$ cat config.mk
export PLATFORM = sky130hd
export DESIGN_NAME = ctrl_pipe_dew
export DESIGN_NICKNAME = d
export VERILOG_FILES = /design/src/rtl/ctrl_pipe_dew.sv
export SDC_FILE = /design/constraint.sdc
export NUM_CORES = 1
export LEC_CHECK = 0
export CELL_PAD_IN_SITES_DETAIL_PLACEMENT = 0
export CELL_PAD_IN_SITES_GLOBAL_PLACEMENT = 2
export CORE_ASPECT_RATIO = 0.7
export CORE_UTILIZATION = 29
export CTS_BUF_LIST = sky130_fd_sc_hd__clkbuf_16
export CTS_CLUSTER_DIAMETER = 40
export DETAILED_ROUTE_END_ITERATION = 12
export GPL_TIMING_DRIVEN = 1
export PLACE_DENSITY = 0.9
export SETUP_SLACK_MARGIN = 0.05
export SLEW_MARGIN = 10
export SYNTH_ARGS = -nofsm -noshare
export SYNTH_HDL_FRONTEND = slang
export SYNTH_SLANG_ARGS = --single-unit
$ cat constraint.sdc
create_clock -name clk -period 3.1 [get_ports clk]
set_input_delay 0.93 -clock clk [delete_from_list [all_inputs] [get_ports clk]]
set_output_delay 0.93 -clock clk [all_outputs]
set_load 0.005 [all_outputs]
$ cat src/rtl/ctrl_pipe_dew.sv
// Control-word pipeline (E/M/W) for the pipelined RV32I core: stall/flush handling,
// branch/jump redirect resolution in E, per-stage valid tracking and retire counting.
module ctrl_pipe_dew #(
    parameter int RET_W = 32
) (
    input  logic             clk,
    input  logic             reset,
    input  logic             ValidD,
    input  logic             RegWriteD,
    input  logic [1:0]       ResultSrcD,
    input  logic             MemWriteD,
    input  logic             JumpD,
    input  logic             JumpRegD,
    input  logic             BranchD,
    input  logic [3:0]       ALUControlD,
    input  logic             ALUSrcD,
    input  logic             InverseBrCondD,
    input  logic             StallE,
    input  logic             FlushE,
    input  logic             ZeroE,
    output logic [3:0]       ALUControlE,
    output logic             ALUSrcE,
    output logic             ResultSrcE0,
    output logic             RegWriteE,
    output logic             PCSrcE,
    output logic             PCTargetSrcE,
    output logic             RegWriteM,
    output logic [1:0]       ResultSrcM,
    output logic             MemWriteM,
    output logic             RegWriteW,
    output logic [1:0]       ResultSrcW,
    output logic             ValidE,
    output logic             ValidM,
    output logic             ValidW,
    output logic [RET_W-1:0] RetiredCount
);

    typedef struct packed {
        logic       valid;
        logic       reg_write;
        logic [1:0] result_src;
        logic       mem_write;
        logic       jump;
        logic       jump_reg;
        logic       branch;
        logic [3:0] alu_control;
        logic       alu_src;
        logic       inv_br;
    } ctrl_e_t;

    typedef struct packed {
        logic       valid;
        logic       reg_write;
        logic [1:0] result_src;
        logic       mem_write;
    } ctrl_m_t;

    typedef struct packed {
        logic       valid;
        logic       reg_write;
        logic [1:0] result_src;
    } ctrl_w_t;

    ctrl_e_t          d_word;
    ctrl_e_t          e_d, e_q;
    ctrl_m_t          m_d, m_q;
    ctrl_w_t          w_d, w_q;
    logic [RET_W-1:0] ret_d, ret_q;

    // An all-zero word is a bubble, so gating on ValidD makes MemWriteM safe by construction.
    always_comb begin
        // NOTE: every always_comb output gets a default first so no path leaves it unassigned (no latch).
        d_word = '0;
        if (ValidD) begin
            d_word = '{valid:       1'b1,
                       reg_write:   RegWriteD,
                       result_src:  ResultSrcD,
                       mem_write:   MemWriteD,
                       jump:        JumpD,
                       jump_reg:    JumpRegD,
                       branch:      BranchD,
                       alu_control: ALUControlD,
                       alu_src:     ALUSrcD,
                       inv_br:      InverseBrCondD};
        end
    end

    always_comb begin
        e_d = d_word;
        if (FlushE) begin
            e_d = '0;
        end else if (StallE) begin
            e_d = e_q;
        end
    end

    // While E is held, M takes a bubble so the held instruction is not issued twice.
    always_comb begin
        m_d = '{valid:      e_q.valid,
                reg_write:  e_q.reg_write,
                result_src: e_q.result_src,
                mem_write:  e_q.mem_write};
        if (StallE && !FlushE) begin
            m_d = '0;
        end
    end

    assign w_d   = '{valid: m_q.valid, reg_write: m_q.reg_write, result_src: m_q.result_src};
    assign ret_d = ret_q + {{(RET_W-1){1'b0}}, w_q.valid};

    always_ff @(posedge clk) begin
        // NOTE: sequential state uses non-blocking assignments so all registers update from pre-edge values.
        if (reset) begin
            e_q   <= '0;
            m_q   <= '0;
            w_q   <= '0;
            ret_q <= '0;
        end else begin
            e_q   <= e_d;
            m_q   <= m_d;
            w_q   <= w_d;
            ret_q <= ret_d;
        end
    end

    assign ALUControlE  = e_q.alu_control;
    assign ALUSrcE      = e_q.alu_src;
    assign ResultSrcE0  = e_q.result_src[0];
    assign RegWriteE    = e_q.reg_write;
    assign PCSrcE       = e_q.valid & (e_q.jump | e_q.jump_reg | (e_q.branch & (ZeroE ^ e_q.inv_br)));
    assign PCTargetSrcE = e_q.valid & e_q.jump_reg;
    assign ValidE       = e_q.valid;

    assign RegWriteM    = m_q.reg_write;
    assign ResultSrcM   = m_q.result_src;
    assign MemWriteM    = m_q.mem_write;
    assign ValidM       = m_q.valid;

    assign RegWriteW    = w_q.reg_write;
    assign ResultSrcW   = w_q.result_src;
    assign ValidW       = w_q.valid;

    assign RetiredCount = ret_q;

endmodule

==> results_dict.tcl <==
set metrics [dict create \
    syn_area_sq_mm 0.00223 \
    fp.dieW_microns 107 \
    nFillCells 754 \
    crit_path_start "ZeroE" \
    holdCritPathClass "reg -> reg" \
    worstPathMaxFanout 1 \
    final_antenna_net_count 0 \
    cp-end-kind "output port" \
    area_growth_pct 41.7 \
    vias 1831 \
    ys_types 32 \
    holdCritStartpoint "e_q[11]$_SDFFE_PP0N_" \
    worstMarginPinSlew_ns 1.09 \
    outcome "completed" \
    wl_per_cell_microns 13.0 \
    leakage_nw 1.08 \
    holdWs_ns 0.463 \
    async_flop_share_pct 0 \
    rsz0062_at_grt "no" \
    drv_cap 0 \
    finalWorstSetupSlack_ns 0.119 \
    start_util_pct 30.3 \
    io_pins 70 \
    finalCritPeriodShare_pct 96.2 \
    ys_seq_area_share_pct 49.4 \
    syn_nets 263 \
    synth_edf_count 0 \
    grt_pass1_vias 1733 \
    ys_ff_latch 55 \
    path_clk_slew_ns 0.07 \
    grt_use_total_pct 13.8 \
    fin_util_pct 43.0 \
    portBuffers 69 \
    rows 26 \
    dp.final_hpwl_mm 3.83 \
    seqCellArea_sq_mm 0.00110 \
    yosysWarningCount 0 \
    critPathLaunchType "input port" \
    finalCriticalPeriod_ns 2.98 \
    grt_pass1_wl_mm 8.64 \
    die_y_microns 75.3 \
    synth_top_area_share_pct 49.4 \
    gr-total-overflow 0 \
    synthCells 241 \
    finClkSkew_ns 0.00979 \
    dpl_worst_slack_ns -0.104 \
    critPathKind "in -> out" \
    final_common_cell "clkdlybuf4s50_1" \
    cts.sinks 55 \
    htree_levels 2 \
    cts_setup_buffers 0 \
    avgSynthCellArea_sq_um 9.25 \
    powerDensity_mw_per_mm2 442 \
    finalSetupViolCount 0 \
    final_cell_mix "clkdlybuf4s50_1, dfxtp_1, nor2_1" \
    drc_errors 0 \
    power_w 0.00140 \
    drive_above_1_share_pct 5.88 \
    fin_nets 328 \
    die_area_sq_mm 0.00804 \
    antenna_found_initial 0 \
    fmax_ghz 0.335 \
    yosys.area.top_type "dfxtp_1" \
    grt_max_degree 18 \
    vias_per_cell 4.53 \
    slew_headroom_pct 27.5 \
    first_iter_violations 57 \
    worstPathRequired_ns 2.17 \
    dr.pass1.iters 7 \
    synth_flop_cell "dfxtp_1" \
    arrival_ns 2.05 \
    cts_buffers 5 \
    multi_input_area_sq_mm 0.00104 \
    synth_area_leaders "dfxtp_1, xnor2_1, nor2_1, a22oi_1, xor2_1" \
    r2r_start "RetiredCount[8]$_SDFF_PP0_" \
    n_antenna_cell 0 \
    slew_viol_final 0 \
    place_congestion 0.723 \
    cts_max_path_buffers 2 \
    core_sq_mm 0.00735 \
    final_hold_viol_count 0 \
    ir_worst_vdd_v 0.000207 \
    drt-total-wl_mm 5.23 \
    clkLatencyLatePin_ns 0.29 \
    cts_tree "yes" \
    root_buffer "clkbuf_16" \
]
[cell families (layout without fill, tap and decap cells)]
| logic type | count (synthesis) | count (layout) | synth area share, % |
|---|---|---|---|
| buf+inv | 19 | 84 | 3.87 |
| flops | 55 | 55 | 49.4 |
| simple gates | 115 | 115 | 27.5 |
| mux | 1 | 1 | 0.505 |
| fa+ha+maj | 3 | 3 | 1.68 |
| compound gates | 20 | 20 | 6.06 |
| xor+xnor | 28 | 28 | 11.0 |
[power by group]
group / internal, W / total [W] / switching, W
Clock: 0.000377 / 0.000620 / 0.000243
Combinational: 0.0000351 / 0.0000627 / 0.0000276
Sequential: 0.000711 / 0.000714 / 0.00000294
[what timing repair did]
| item | 4_1_cts | 5_1_grt |
|---|---|---|
| setup endpoints to repair | 1 | 1 |
| hold endpoints to repair | 0 | 0 |
| hold buffers | 0 | 0 |
| pin swaps | 0 | 1 |
| gates cloned | 0 | 0 |
| gates resized for setup | 1 | 0 |
[critical path, stage by stage]
cell             delay, ns
clkdlybuf4s50_1       0.43
xor2_1                0.15
a211oi_1              0.21
nor2b_1               0.07
dlygate4sd2_1         0.26
[sequential cells by signal, indices dropped and copies added, names as in the netlist, 2 cells and up]
register	count
RetiredCount	32
e_q	6
ALUControlE	4
ResultSrcM	2
ResultSrcW	2
[synthesized netlist by cell type (4+ instances only)]
master / instances
dfxtp_1: 55
nor2_1: 45
xnor2_1: 21
a22oi_1: 13
nand3_1: 11
nand2_1: 10
clkbuf_1: 9
nor2b_1: 9
nor4_1: 7
xor2_1: 7
and2_1: 6
nor3_1: 6
inv_1: 5
a21oi_1: 4
and4_1: 4
buf_4: 4
nand4_1: 4
[routing by layer]
metal  wire length, microns  GRT usage [%]  up-vias
li1                       -              -      938
met1                   2740           19.2      864
met2                   2270           21.3       25
met3                    176           3.42        4
met4                     49           4.57        0
met5                      0              0        -
[layout make-up]
| type | count | share of cell area (%) |
|---|---|---|
| Clock buffer | 5 | 3.96 |
| Sequential cell | 55 | 34.9 |
| Timing Repair Buffer | 72 | 22.5 |
| Multi-Input combinational cell | 167 | 33.0 |
| Clock inverter | 2 | 1.19 |
| Tap cell | 98 | 3.88 |
| Inverter | 5 | 0.594 |
[metrics by stage]
stage          cell area [sq um]  setup TNS, ns  instances
4_1_cts                     3160              0        404
3_3_place_gp                3000        -0.0878        397
5_1_grt                     3160              0        404
2_1_floorplan               2230              0        241
6_report                    3160              0        404
3_5_place_dp                3000         -0.104        397
[worst paths after layout]
| check | slack (ns) | endpoint | cells past startpoint |
|---|---|---|---|
| hold reg to reg | 0.46 | ResultSrcM[1]$_SDFF_PP0_ | 1 |
| setup reg to reg | 1.05 | RetiredCount[31]$_SDFF_PP0_ | 5 |
| hold / removal | 0.46 | ResultSrcM[1]$_SDFF_PP0_ | 1 |
| setup / recovery | 0.12 | PCSrcE | 5 |
Note: power is estimated with default switching activity, not from simulation.
